===== src/rtl/pipe_pkg.sv =====
// Types and constants shared by the MEM stage and the hazard unit.
package pipe_pkg;

    localparam int XLEN  = 64;
    localparam int REG_W = 5;

    typedef enum logic [0:0] {
        IDLE = 1'b0,
        BUSY = 1'b1
    } mem_state_t;

    // EX/MEM branch condition flags plus the CBZ/CBNZ/B control bits.
    typedef struct packed {
        logic uncond;
        logic branch;
        logic not_zero;
        logic zero;
    } br_flags_t;

endpackage


===== src/rtl/mem_access_stage_if.sv =====
// Data-memory request/response handshake between the MEM stage and memory.
interface mem_access_stage_if
    import pipe_pkg::*;
#(
    parameter int XLEN = pipe_pkg::XLEN
);

    logic            dmem_req;
    logic            dmem_we;
    logic [XLEN-1:0] dmem_addr;
    logic [XLEN-1:0] dmem_wdata;
    logic            dmem_ready;
    logic [XLEN-1:0] dmem_rdata;

    modport master (
        output dmem_req,
        output dmem_we,
        output dmem_addr,
        output dmem_wdata,
        input  dmem_ready,
        input  dmem_rdata
    );

    modport slave (
        input  dmem_req,
        input  dmem_we,
        input  dmem_addr,
        input  dmem_wdata,
        output dmem_ready,
        output dmem_rdata
    );

endinterface


===== src/rtl/mem_access_stage_branch_resolve.sv =====
// Combinational branch decision and redirect target; shared with the hazard unit.
module branch_resolve
    import pipe_pkg::*;
#(
    parameter int XLEN = pipe_pkg::XLEN
)(
    input  br_flags_t       flags,
    input  logic            Branchreg,
    input  logic [XLEN-1:0] pc_in,
    input  logic [XLEN-1:0] read_data_1_in,
    output logic            taken,
    output logic [XLEN-1:0] target
);

    always_comb begin
        taken = flags.uncond
              | Branchreg
              | (flags.branch & flags.zero)
              | (flags.not_zero & ~flags.zero);
        target = Branchreg ? read_data_1_in : pc_in;
    end

endmodule


===== src/rtl/mem_access_stage.sv =====
// MEM pipeline stage: branch resolution, 64-bit load/store over a req/ready
// handshake with upstream stall, and the MEM/WB pipeline register.
module mem_access_stage
    import pipe_pkg::*;
#(
    parameter int XLEN        = pipe_pkg::XLEN,
    parameter bit CHECK_ALIGN = 1'b1
)(
    input  logic             clock,
    input  logic             reset,

    input  logic [XLEN-1:0]  pc_in,
    input  logic [XLEN-1:0]  read_data_1_in,
    input  logic [XLEN-1:0]  alu_result_in,
    input  logic [XLEN-1:0]  read_data_2_in,
    input  logic [REG_W-1:0] write_register_in,
    input  logic             zero_in,
    input  logic             not_zero,
    input  logic             Branch,
    input  logic             Uncondbranch,
    input  logic             Branchreg,
    input  logic             MemRead,
    input  logic             MemWrite,
    input  logic             MemtoReg,
    input  logic             RegWrite_in,

    mem_access_stage_if.master dmem,

    output logic             stall,
    output logic             pc_src,
    output logic [XLEN-1:0]  branch_target,
    output logic             align_fault,

    output logic [XLEN-1:0]  wb_read_data,
    output logic [XLEN-1:0]  wb_alu_result,
    output logic [REG_W-1:0] wb_write_register,
    output logic             wb_RegWrite,
    output logic             wb_MemtoReg
);

    typedef struct packed {
        logic             we;
        logic [XLEN-1:0]  addr;
        logic [XLEN-1:0]  wdata;
        logic [REG_W-1:0] wr_reg;
        logic             reg_write;
        logic             mem_to_reg;
    } req_t;

    typedef struct packed {
        logic [XLEN-1:0]  read_data;
        logic [XLEN-1:0]  alu_result;
        logic [REG_W-1:0] wr_reg;
        logic             reg_write;
        logic             mem_to_reg;
    } wb_t;

    mem_state_t state_q, state_d;
    req_t       req_q, req_d;
    wb_t        wb_q, wb_d;

    br_flags_t  flags;
    logic       taken;
    logic       mem_op;
    logic       misaligned;
    logic       in_idle;
    logic       in_busy;
    logic       accept;
    logic       complete;

    assign flags = '{uncond:   Uncondbranch,
                     branch:   Branch,
                     not_zero: not_zero,
                     zero:     zero_in};

    branch_resolve #(.XLEN(XLEN)) u_branch (
        .flags          (flags),
        .Branchreg      (Branchreg),
        .pc_in          (pc_in),
        .read_data_1_in (read_data_1_in),
        .taken          (taken),
        .target         (branch_target)
    );

    assign mem_op     = MemRead | MemWrite;
    assign misaligned = CHECK_ALIGN & mem_op & (alu_result_in[2:0] != 3'b000);
    assign in_idle    = (state_q == IDLE);
    assign in_busy    = (state_q == BUSY);
    assign accept     = in_idle & mem_op & ~misaligned;
    assign complete   = in_busy & dmem.dmem_ready;

    // EX/MEM holds while a request is being accepted or is still in flight;
    // it advances on the same edge that completes the access.
    assign stall       = accept | (in_busy & ~dmem.dmem_ready);
    assign pc_src      = taken & ~stall;
    assign align_fault = in_idle & misaligned;

    always_comb begin
        state_d = state_q;
        req_d   = req_q;
        wb_d    = wb_q;

        case (state_q)
            IDLE: begin
                if (accept) begin
                    // MemWrite wins if both controls are set.
                    req_d = '{we:         MemWrite,
                              addr:       alu_result_in,
                              wdata:      read_data_2_in,
                              wr_reg:     write_register_in,
                              reg_write:  RegWrite_in,
                              mem_to_reg: MemtoReg};
                    state_d         = BUSY;
                    wb_d.reg_write  = 1'b0;
                    wb_d.mem_to_reg = 1'b0;
                end else begin
                    // Non-memory passthrough, or a faulting access squashed to a bubble.
                    wb_d = '{read_data:  {XLEN{1'b0}},
                             alu_result: alu_result_in,
                             wr_reg:     write_register_in,
                             reg_write:  RegWrite_in & ~misaligned,
                             mem_to_reg: MemtoReg};
                end
            end

            BUSY: begin
                if (complete) begin
                    wb_d = '{read_data:  req_q.we ? {XLEN{1'b0}} : dmem.dmem_rdata,
                             alu_result: req_q.addr,
                             wr_reg:     req_q.wr_reg,
                             reg_write:  req_q.reg_write,
                             mem_to_reg: req_q.mem_to_reg};
                    state_d = IDLE;
                end else begin
                    wb_d.reg_write  = 1'b0;
                    wb_d.mem_to_reg = 1'b0;
                end
            end

            default: state_d = IDLE;
        endcase
    end

    always_ff @(posedge clock or negedge reset) begin
        if (!reset) begin
            state_q <= IDLE;
            req_q   <= '0;
            wb_q    <= '0;
        end else begin
            state_q <= state_d;
            req_q   <= req_d;
            wb_q    <= wb_d;
        end
    end

    assign dmem.dmem_req   = in_busy;
    assign dmem.dmem_we    = req_q.we;
    assign dmem.dmem_addr  = req_q.addr;
    assign dmem.dmem_wdata = req_q.wdata;

    assign wb_read_data      = wb_q.read_data;
    assign wb_alu_result     = wb_q.alu_result;
    assign wb_write_register = wb_q.wr_reg;
    assign wb_RegWrite       = wb_q.reg_write;
    assign wb_MemtoReg       = wb_q.mem_to_reg;

endmodule

===== src/flat_wrapper.sv =====
// flat-port wrapper written by rule: the top's interface ports become plain ports
module mem_access_stage_flat import pipe_pkg::*;
#(
    parameter int XLEN        = pipe_pkg::XLEN,
    parameter bit CHECK_ALIGN = 1'b1
)
  (clock, reset, pc_in, read_data_1_in, alu_result_in, read_data_2_in, write_register_in, zero_in, not_zero, Branch, Uncondbranch, Branchreg, MemRead, MemWrite, MemtoReg, RegWrite_in, stall, pc_src, branch_target, align_fault, wb_read_data, wb_alu_result, wb_write_register, wb_RegWrite, wb_MemtoReg, dmem_dmem_req, dmem_dmem_we, dmem_dmem_addr, dmem_dmem_wdata, dmem_dmem_ready, dmem_dmem_rdata);
  mem_access_stage_if #(.XLEN(XLEN)) dmem_i ();
  input  logic clock;
  input  logic reset;
  input  logic [XLEN-1:0] pc_in;
  input  logic [XLEN-1:0] read_data_1_in;
  input  logic [XLEN-1:0] alu_result_in;
  input  logic [XLEN-1:0] read_data_2_in;
  input  logic [REG_W-1:0] write_register_in;
  input  logic zero_in;
  input  logic not_zero;
  input  logic Branch;
  input  logic Uncondbranch;
  input  logic Branchreg;
  input  logic MemRead;
  input  logic MemWrite;
  input  logic MemtoReg;
  input  logic RegWrite_in;
  output logic stall;
  output logic pc_src;
  output logic [XLEN-1:0] branch_target;
  output logic align_fault;
  output logic [XLEN-1:0] wb_read_data;
  output logic [XLEN-1:0] wb_alu_result;
  output logic [REG_W-1:0] wb_write_register;
  output logic wb_RegWrite;
  output logic wb_MemtoReg;
  output wire logic [$bits(dmem_i.dmem_req)-1:0] dmem_dmem_req;
  output wire logic [$bits(dmem_i.dmem_we)-1:0] dmem_dmem_we;
  output wire logic [$bits(dmem_i.dmem_addr)-1:0] dmem_dmem_addr;
  output wire logic [$bits(dmem_i.dmem_wdata)-1:0] dmem_dmem_wdata;
  input wire logic [$bits(dmem_i.dmem_ready)-1:0] dmem_dmem_ready;
  input wire logic [$bits(dmem_i.dmem_rdata)-1:0] dmem_dmem_rdata;
  assign dmem_dmem_req = dmem_i.dmem_req;
  assign dmem_dmem_we = dmem_i.dmem_we;
  assign dmem_dmem_addr = dmem_i.dmem_addr;
  assign dmem_dmem_wdata = dmem_i.dmem_wdata;
  assign dmem_i.dmem_ready = dmem_dmem_ready;
  assign dmem_i.dmem_rdata = dmem_dmem_rdata;
  mem_access_stage #(.XLEN(XLEN), .CHECK_ALIGN(CHECK_ALIGN)) u_core (.clock(clock), .reset(reset), .pc_in(pc_in), .read_data_1_in(read_data_1_in), .alu_result_in(alu_result_in), .read_data_2_in(read_data_2_in), .write_register_in(write_register_in), .zero_in(zero_in), .not_zero(not_zero), .Branch(Branch), .Uncondbranch(Uncondbranch), .Branchreg(Branchreg), .MemRead(MemRead), .MemWrite(MemWrite), .MemtoReg(MemtoReg), .RegWrite_in(RegWrite_in), .dmem(dmem_i), .stall(stall), .pc_src(pc_src), .branch_target(branch_target), .align_fault(align_fault), .wb_read_data(wb_read_data), .wb_alu_result(wb_alu_result), .wb_write_register(wb_write_register), .wb_RegWrite(wb_RegWrite), .wb_MemtoReg(wb_MemtoReg));
endmodule

===== config.mk =====
export PLATFORM = sky130hd
export DESIGN_NAME = mem_access_stage_flat
export DESIGN_NICKNAME = d
export VERILOG_FILES = /design/src/rtl/pipe_pkg.sv /design/src/rtl/mem_access_stage_if.sv /design/src/rtl/mem_access_stage_branch_resolve.sv /design/src/rtl/mem_access_stage.sv /design/src/flat_wrapper.sv
export SDC_FILE = /design/constraint.sdc
export NUM_CORES = 1
export LEC_CHECK = 0
export ABC_AREA = 1
export CORE_AREA = 2 2 259 261
export DETAILED_ROUTE_END_ITERATION = 10
export DIE_AREA = 0 0 261 263
export DONT_BUFFER_PORTS = 1
export GPL_TIMING_DRIVEN = 1
export PLACE_DENSITY_LB_ADDON = 0.3
export REMOVE_ABC_BUFFERS = 1
export SLEW_MARGIN = 10
export SYNTH_ARGS = -nofsm -noshare
export SYNTH_HDL_FRONTEND = slang
export SYNTH_SLANG_ARGS = --single-unit

===== constraint.sdc =====
create_clock -name clock -period 2.1 [get_ports clock]
set_clock_uncertainty 0.1 [all_clocks]
set_input_delay 0.42 -clock clock [delete_from_list [all_inputs] [get_ports clock]]
set_output_delay 0.42 -clock clock [all_outputs]
set_load 0.01 [all_outputs]

* After elaboration in Yosys (flattened, before gate mapping)
Index checks and enable logic that the tools add are counted.
Storage, ports and cells: output and inout bits 332, word-level logic and storage cells 47, bits in registers 272, input port bits 337
Cells by class: mux-type cells 10, bitwise operators 20, equal/unequal tests 2, reduce and logical (&&, ||, !) cells 3
Operators by type and width (number):
- one-hot mux 135 bit (2 select lines) | 1
- two-way mux 133 bit | 2
- two-way mux 64 bit | 2
- bitwise AND 1 bit | 10
- NOT 1 bit | 5
- bitwise OR 1 bit | 5
- two-way mux 2 bit | 2
- != test 2 bit, second input constant | 2
- AND reduction 2 bit | 2
- nonzero test 3 bit | 1
- two-way mux 1 bit | 2
- one-hot mux 1 bit (2 select lines) | 1

* Depth between registers and ports, before layout
Gate-level depths: netlist (run 1).
word-level depth 7, gate-level depth with buffers 9

* Modules after synthesis
Synthesis (run 1) repeated with hierarchy kept, for this count alone.
Second synthesis, totals: cell total of the unflattened synthesis 1800, area, all modules 13685.6 um^2
Modules (own cells, without submodules):
- mem_access_stage | cells each 1589, instances 1, seq. area each 6806.5 um^2, area each 12726.0 um^2
- branch_resolve | cells each 211, instances 1, seq. area each 0.0 um^2, area each 959.7 um^2

* Worst setup path after synthesis (run 1)
Ideal clock, no wire load.
path type reg2out, start register u_core.state_q, in the netlist u_core.dmem.dmem_req, end output port pc_src, cell stages (with the launch flop) 8, slack 283 ps, arrival 1297 ps, buffers on the path 3, required time 1580 ps, path through dfrtp_1 -> buf_4 -> inv_2 -> or2_0 -> buf_4 -> nand2_4 -> buf_2 -> nor2_1
On the way: longest elaborated chain between the ends 6, elaborated cells between the ends (all ways) 7, those cells by class bitwise: 7
RTL lines:
- start, declared | line mem_access_stage.sv:58 | mem_state_t state_q, state_d;
- start signal, assigned | line mem_access_stage.sv:150 | state_q <= state_d;
- NOT 1 bit (no line)
- bitwise AND 1 bit (2 in series) | line mem_access_stage.sv:89 | assign accept = in_idle & mem_op & ~misaligned;
- bitwise OR 1 bit * | line mem_access_stage.sv:94 | assign stall = accept | (in_busy & ~dmem.dmem_ready);
- named net stall | line flat_wrapper.sv:25 | output logic stall;
- NOT 1 bit * | line mem_access_stage.sv:95 | assign pc_src = taken & ~stall;
- bitwise AND 1 bit * | line mem_access_stage.sv:95
- end, declared | line flat_wrapper.sv:26 | output logic pc_src;
Mark *: on every way through the listed nets, which the timed path passes. The rest lies on a longest branch.

* Worst setup path in the final report (run 1)
start register u_core.state_q, in the netlist u_core.dmem.dmem_req, end output port pc_src
On the way: longest elaborated chain between the ends 6, elaborated cells between the ends (all ways) 7, those cells by class bitwise: 7
RTL lines (line):
- NOT 1 bit (no line)
- bitwise AND 1 bit (2 in series) | mem_access_stage.sv:89
- bitwise OR 1 bit * | mem_access_stage.sv:94
- NOT 1 bit * | mem_access_stage.sv:95
- bitwise AND 1 bit * | mem_access_stage.sv:95
Every way passes the cells marked *; elsewhere a longest branch is shown, timed or not.

==> results of run 1 <==
metrics by stage:
step | hold slack [ps] | instances | power [µW] | util, % | TNS, ps
2_1_floorplan | 24.4 | 1564 | 8170 | - | -1028860
3_3_place_gp | 33.0 | 2472 | 9050 | 20.9 | 0
3_5_place_dp | 32.1 | 2472 | 9110 | 20.9 | 0
4_1_cts | -560 | 2705 | 15600 | 25.5 | -288
5_1_grt | -565 | 2714 | 16200 | 25.6 | -223
6_report | -519 | 2716 | 15300 | 25.6 | -36.5
cell type report:
class,count,area [µm²],area share [%]
flip-flops and latches,272,6810,40.5
well taps,864,1080,6.43
repair buffers,224,2490,14.8
multi-input cells,1152,4750,28.3
clock inverters,7,108,0.640
clock buffers,50,1020,6.07
diodes,7,17.5,0.104
inverters,140,528,3.14
power by group:
part / switching [µW] / total (µW) / internal (µW) / leakage, µW
Clock: 2340 / 5950 / 3610 / 0.000556
Sequential: 1190 / 7250 / 6060 / 0.00346
Combinational: 1210 / 2120 / 913 / 0.00469
cell usage after synthesis:
master      n  share of area [%]
nand2_4     2               0.17
dfrtp_1   272                 50
buf_4     130                7.2
buf_1       6               0.17
a21oi_1     1              0.037
inv_2       2              0.056
o21ai_1     2              0.074
nor2_4      1              0.083
nor2_2      1              0.046
or2_0       1              0.046
nand2_1   799                 22
o21ai_0   136                5.0
buf_6       7               0.58
nand3_1   137                5.1
inv_1     138                3.8
nor2_1     72                2.0
buf_2      52                1.9
clkbuf_1   40                1.1
cells by family after synthesis:
| logic type | share of synthesized area (%) |
|---|---|
| AO/OA/AOI/OAI | 5.15 |
| buffers and inverters | 14.9 |
| flip-flops | 50.4 |
| AND/OR/NAND/NOR | 29.6 |
per-layer routing:
metal  track usage, %  share of wire [%]  vias to the layer above
li1                 -                  -                     5417
met1             16.1                 35                     5406
met2             29.2                 52                      534
met3             4.96                8.0                       95
met4             8.54                5.4                        2
met5                0              0.030                        -
layout by cell type, fill, tap and decap left out, drive strengths merged:
cell         count
a21oi            1
buf             52
bufbuf           5
bufinv           2
clkbuf          50
clkinv           3
dfrtp          272
diode            7
dlygate4sd3    167
inv            142
nand2          801
nand3          137
nor2            74
o21ai          138
or2              1
sequential cells by signal, indices dropped and copies added, names as in the netlist:
name and cells:
u_core.dmem.dmem_addr 64, u_core.dmem.dmem_wdata 64, u_core.wb_alu_result 64, u_core.wb_read_data 64, u_core.req_q 7, u_core.wb_write_register 5, u_core.dmem.dmem_req 1, u_core.dmem.dmem_we 1
u_core.wb_MemtoReg 1, u_core.wb_RegWrite 1
critical path: stages, from the launching register on:
cell     delay, ps
dfrtp_4        510
nor2_4         180
nand2_8         80
nand2_8        110
nor2_4          50
buf_6          140
what timing repair did:
item	in CTS	in global routing
gates resized for setup	10	0
pin swaps	5	2
endpoints found under the hold margin	439	272
cloned	5	0
buffers inserted	5	4
endpoints found under the setup margin	4	2
worst paths after layout:
| kind | from | to | slack (ps) | depth (start not counted) |
|---|---|---|---|---|
| max | u_core.dmem.dmem_req | pc_src | -20 | 5 |
| min | reset | u_core.dmem.dmem_addr[60] | -520 | 0 |
| min reg2reg | u_core.req_q[0] | u_core.req_q[0] | 380 | 2 |
| max reg2reg | u_core.dmem.dmem_req | u_core.dmem.dmem_addr[32] | 120 | 6 |
| min in group clock | dmem_dmem_rdata[25] | u_core.wb_read_data[25] | 40 | 4 |
| max in group asynchronous | reset | u_core.wb_read_data[15] | 2030 | 0 |
==> results.tsv, run 1 <==
metric	value	unit
status	complete, but fails checks	
violations	negative hold slack, negative setup slack	
clkTransAtPathRegs	60	ps
io_buffers	0	
period_minus_slack	2120	ps
hp-class	primary input to async pin	
ys_types	18	
core	0.0656	mm²
fin_hold_ws	-519	ps
hold_viol_final	272	
rows	94	
root_buffer	clkbuf_16	
grt_first_pass_wirelength	80.7	mm
grt_pass1_vias	11500	
die_area	0.0686	mm²
power_density	912	mW/mm²
min_period_over_period	101	%
drtAntennaViolNets	0	
cts_hold_buf	167	
ys_seq_area_share	50.4	%
cts_tree	done	
layout_setup_ws	-22.9	ps
grt_overflow	0	
nNetsFinal	2161	
antenna_found_initial	15	
synthesis.instances	1799	
drc	0	
worst-setup-path-type	register to output pin	
vias_per_cell	4.22	
place.detailed.hpwl	40.2	mm
setup_violations	2	
worstSetupEndpointType	output pin	
dr.first_iter.drc_count	650	
final_layout_size_suffix_gt1_share	6.56	%
cp-start-kind	register	
worst_slew_margin_rel	56.4	%
ys_seq_elements	272	
finalInstanceArea	0.0168	mm²
syn2layout_area_growth	24.3	%
die_h	263	µm
worst_pin_slew	654	ps
max_freq	471	MHz
chipWidth	261	µm
critPathMaxFanout	3	
via_count	11500	
cts_max_path_buffers	3	
yosysWarningCount	0	
wl_per_cell	21.0	µm
grt_usage	16.0	%
rsz0062_at_grt	yes	
place_ws	84.5	ps
cts_made_buffers	34	
grt_max_degree	273	
routed_wl	57.2	mm
cts.sinks	272	
critPathArrivalTime	1600	ps
insertion_delay	520	ps
ir_drop	0.573	mV
avgSynthCellArea	7.51	µm²
ctsHtreeMaxLevel	2	
syn_area	0.0135	mm²
start_util	20.6	%
place_congestion	0.817	
fillers	7112	
cap_violations	0	
leakage	0.00871	µW
crit_required	1580	ps
drtPass1Iterations	5	
maxSlewViolCount	0	
place_area	0.0137	mm²
ioPinCount	669	
Note: power is estimated with default switching activity, not from simulation.
==> inputs of run 2 (changes only) <==
- CORE_AREA: 2 2 259 261 -> 2 2 258 260
- DIE_AREA: 0 0 261 263 -> 0 0 260 262
- GPL_ROUTABILITY_DRIVEN: unset -> 0
==> results.tsv, run 2 (same netlist as run 1, synthesis figures left out) <==
metric	value	unit
hold_viol_final	272	
nNetsFinal	2167	
antenna_found_initial	12	
maxSlewViolCount	0	
root_buffer	clkbuf_16	
ir_drop	0.552	mV
worst_pin_slew	558	ps
clkTransAtPathRegs	60	ps
via_count	11500	
worst_slew_margin_rel	62.8	%
place.detailed.hpwl	39.9	mm
cts_tree	done	
min_period_over_period	102	%
violations	negative hold slack, negative setup slack	
cap_violations	0	
drtPass1Iterations	5	
die_h	262	µm
drtAntennaViolNets	0	
core	0.0653	mm²
fin_setup_tns	-52.4	ps
worstSetupEndpointType	output pin	
dr.first_iter.drc_count	632	
grt_first_pass_wirelength	75.9	mm
rsz0062_at_grt	yes	
final_common_cell	nand2_1	
rrSetupSlack	220	ps
cts_hold_buf	179	
leakage	0.00869	µW
final_layout_size_suffix_gt1_share	6.36	%
ioPinCount	669	
grt_overflow	0	
routed_wl	54.4	mm
fillers	7086	
place_ws	298	ps
seqPwrFrac	46.8	%
critPathArrivalTime	1620	ps
cts_made_buffers	34	
setup_violations	2	
vias_per_cell	4.21	
io_buffers	0	
insertion_delay	540	ps
final_cell_mix	nand2_1, dfrtp_1, dlygate4sd3_1	
netSwitchingFraction	30.7	%
r2r_cells	5	
crit_required	1580	ps
die_area	0.0681	mm²
ctsHtreeMaxLevel	2	
cp-start-kind	register	
worst-setup-path-type	register to output pin	
syn2layout_area_growth	24.1	%
worstReg2RegEnd	u_core.wb_RegWrite	
max_freq	468	MHz
hp-class	primary input to async pin	
fin_hold_ws	-515	ps
grt_max_degree	273	
grt_usage	15.1	%
cts_max_path_buffers	3	
critPathMaxFanout	4	
drc	0	
power_density	923	mW/mm²
chipWidth	260	µm
layout_setup_ws	-36.4	ps
clockPowerShare	40.1	%
rows	94	
pwr-share-comb	13.1	%
utilization	25.7	%
p_sw	4760	µW
status	complete, but fails checks	
grt_pass1_vias	11100	
period_minus_slack	2140	ps
r2r-start	u_core.dmem.dmem_req	
p_int	10700	µW
wl_per_cell	19.9	µm
cts.sinks	272	
start_util	20.7	%
## run 2: cell count changes in the layout (fill, tap and decap cells not counted), sizes merged
cell / before / now
buf: 52 / 50
bufbuf: 5 / 1
bufinv: 2 / 4
clkbuf: 50 / 46
clkinv: 3 / 6
clkinvlp: 0 / 2
dlygate4sd3: 167 / 179
## run 2: repair_timing
| item | CTS | global route |
|---|---|---|
| setup buffers | 4 | 1 |
| setup endpoints to repair | 3 | 3 |
| cloned | 1 | 0 |
| resized for setup | 6 | 0 |
| pin swaps | 4 | 2 |
| endpoints found under the hold margin | 451 | 272 |
## run 2: power by group through the flow
| stage | logic, µW | clock network [µW] | registers (µW) |
|---|---|---|---|
| floorplan | 1150 | 0 | 7030 |
| global placement | 1690 | 0 | 7350 |
| detailed placement | 1760 | 0 | 7330 |
| CTS | 2060 | 6450 | 7270 |
| global route | 2330 | 6650 | 7360 |
| finish | 2030 | 6210 | 7250 |
## run 2: worst max path at each step
stage | cells past startpoint | slack, ps | startpoint | end
after floorplan | 4 | -5880 | u_core.dmem.dmem_req | pc_src
after global placement | 6 | 300 | MemWrite | u_core.dmem.dmem_addr[17]
after detailed placement | 5 | 300 | Branchreg | branch_target[16]
after CTS | 5 | -100 | u_core.dmem.dmem_req | pc_src
after global routing | 5 | -100 | u_core.dmem.dmem_req | pc_src
final | 5 | -40 | u_core.dmem.dmem_req | pc_src
## run 2: cell type report
type / count / area (µm²) / share of cell area [%]
diodes: 7 / 17.5 / 0.104
clock buffers: 46 / 987 / 5.89
clock inverters: 14 / 194 / 1.16
inverters: 140 / 528 / 3.15
multi-input cells: 1152 / 4740 / 28.3
flip-flops and latches: 272 / 6810 / 40.6
well taps: 864 / 1080 / 6.45
repair buffers: 230 / 2410 / 14.4
## run 2: stage by stage
| stage | instances | instance area, µm² | hold slack, ps | total power, µW |
|---|---|---|---|---|
| final | 2725 | 16800 | -515 | 15500 |
| after global routing | 2725 | 16800 | -565 | 16300 |
| after CTS | 2717 | 16700 | -556 | 15800 |
| after detailed placement | 2473 | 13700 | 32.7 | 9090 |
| after global placement | 2473 | 13700 | 33.2 | 9030 |
| after floorplan | 1564 | 12000 | 24.4 | 8170 |
## run 2: critical path, cell delays in order (launching register included)
cell     delay [ps]
dfrtp_4         450
inv_4            40
or2_4           260
nand2_8         130
nor2_4           40
buf_6           150
## run 2: routing by layer
metal / wire [µm] / track usage, % / vias up
li1: - / - / 5421
met1: 19400 / 15.7 / 5448
met2: 27700 / 27.0 / 515
met3: 4530 / 5.01 / 93
met4: 2720 / 7.84 / 0
met5: 0 / 0 / -
==> inputs of run 3 (changes only) <==
- TNS_END_PERCENT: unset -> 50
==> results.tsv, run 3 (same netlist as run 1, synthesis figures left out) <==
metric	value	unit
status	complete, but fails checks	
violations	negative hold slack, negative setup slack	
period_minus_slack	2140	ps
fin_total_pwr	15500	µW
p_sw	4750	µW
grt_usage	15.1	%
ir_drop	0.551	mV
fin_setup_tns	-59.2	ps
final_layout_size_suffix_gt1_share	6.36	%
cts_made_buffers	34	
crit_required	1580	ps
cts_tree	done	
dr.first_iter.drc_count	665	
hp-class	primary input to async pin	
start_util	20.7	%
via_count	11400	
maxSlewViolCount	0	
r2r_cells	5	
insertion_delay	540	ps
wl_per_cell	19.9	µm
slowest_delay	450	ps
clkTransAtPathRegs	60	ps
cap_violations	0	
clockPowerShare	40.1	%
pwr-share-comb	13.1	%
vias_per_cell	4.20	
min_period_over_period	102	%
root_buffer	clkbuf_16	
worstReg2RegEnd	u_core.wb_RegWrite	
cts_max_path_buffers	3	
rrSetupSlack	230	ps
fin_hold_ws	-515	ps
die_area	0.0681	mm²
grt_pass1_vias	11100	
power_density	923	mW/mm²
setup_violations	2	
layout_setup_ws	-37.8	ps
nNetsFinal	2167	
place.detailed.hpwl	39.9	mm
p_int	10700	µW
worst_pin_slew	560	ps
rows	94	
core	0.0653	mm²
grt_max_degree	273	
grt_first_pass_wirelength	75.9	mm
max_freq	468	MHz
hold_viol_final	272	
antenna_found_initial	12	
ioPinCount	669	
die_h	262	µm
syn2layout_area_growth	24.1	%
drtAntennaViolNets	0	
worstSetupEndpointType	output pin	
ctsHtreeMaxLevel	2	
drtPass1Iterations	5	
cp-start-kind	register	
routed_wl	54.3	mm
cts.sinks	272	
dp_cells	2473	
critPathMaxFanout	4	
final_cell_mix	nand2_1, dfrtp_1, dlygate4sd3_1	
final_common_cell	nand2_1	
drc	0	
seqPwrFrac	46.8	%
cp_slowest_cell	dfrtp_4	
critPathArrivalTime	1620	ps
grt_overflow	0	
io_buffers	0	
cts_hold_buf	179	
netSwitchingFraction	30.7	%
worst-setup-path-type	register to output pin	
worst_slew_margin_rel	62.7	%
chipWidth	260	µm
leakage	0.00869	µW
r2r-start	u_core.dmem.dmem_req	
rsz0062_at_grt	yes	
fin_cells	2725	
path_delay_family	flip-flops	
utilization	25.7	%
worstPathBufferInverterCount	2	
path_cells	inv_4 > or2_4 > nand2_8 > nor2_4 > buf_6	
## run 3: area by class of cell
cell class | instances | area [µm²]
timing repair buffer | 230 | 2410
multi-input combinational | 1152 | 4740
fill | 7086 | 48500
sequential | 272 | 6810
tap | 864 | 1080
clock buffer | 46 | 987
antenna | 7 | 17.5
clock inverter | 14 | 194
inverter | 140 | 528
## run 3: power groups by stage
stage	clock [µW]	combinational [µW]	sequential, µW
floorplan	0	1150	7030
global route	6650	2330	7360
detailed placement	0	1760	7330
finish	6200	2030	7250
CTS	6450	2060	7270
global placement	0	1690	7350
## run 3: how the worst max path moves through the flow
| stage | endpoint | cells after the start | from |
|---|---|---|---|
| after detailed placement | branch_target[16] | 5 | Branchreg |
| after global routing | pc_src | 5 | u_core.dmem.dmem_req |
| after floorplan | pc_src | 4 | u_core.dmem.dmem_req |
| final | pc_src | 5 | u_core.dmem.dmem_req |
| after global placement | u_core.dmem.dmem_addr[17] | 6 | MemWrite |
| after CTS | pc_src | 5 | u_core.dmem.dmem_req |
## run 3: per-stage QoR
| stage | instance area, µm² | hold WS [ps] | setup slack (ps) |
|---|---|---|---|
| after floorplan | 12000 | 24.4 | -5880 |
| after global placement | 13700 | 33.2 | 297 |
| after detailed placement | 13700 | 32.7 | 298 |
| after CTS | 16700 | -556 | -103 |
| after global routing | 16800 | -565 | -95.1 |
| final | 16800 | -515 | -37.8 |
## run 3: per-layer routing
layer | vias to the layer above | part of all wire, % | global-route usage [%] | wire (µm)
met1 | 5423 | 36 | 15.8 | 19300
li1 | 5422 | - | - | -
met4 | 0 | 4.8 | 7.84 | 2630
met2 | 507 | 51 | 27.0 | 27800
met5 | - | 0 | 0 | 0
met3 | 87 | 8.3 | 5.01 | 4480
## run 3: timing repair
item | 4_1_cts | 5_1_grt
endpoints found under the setup margin | 3 | 3
resized for setup | 6 | 0
setup buffers | 4 | 1
gates cloned | 1 | 0
pin swaps | 4 | 2
endpoints found under the hold margin | 451 | 272
## run 3: worst reg2reg max path, cell delays in order, from the launching register on
cell	delay (ps)
dfrtp_4	450
buf_4	160
buf_4	340
nand3_1	120
nand2_1	90
dlygate4sd3_1	540
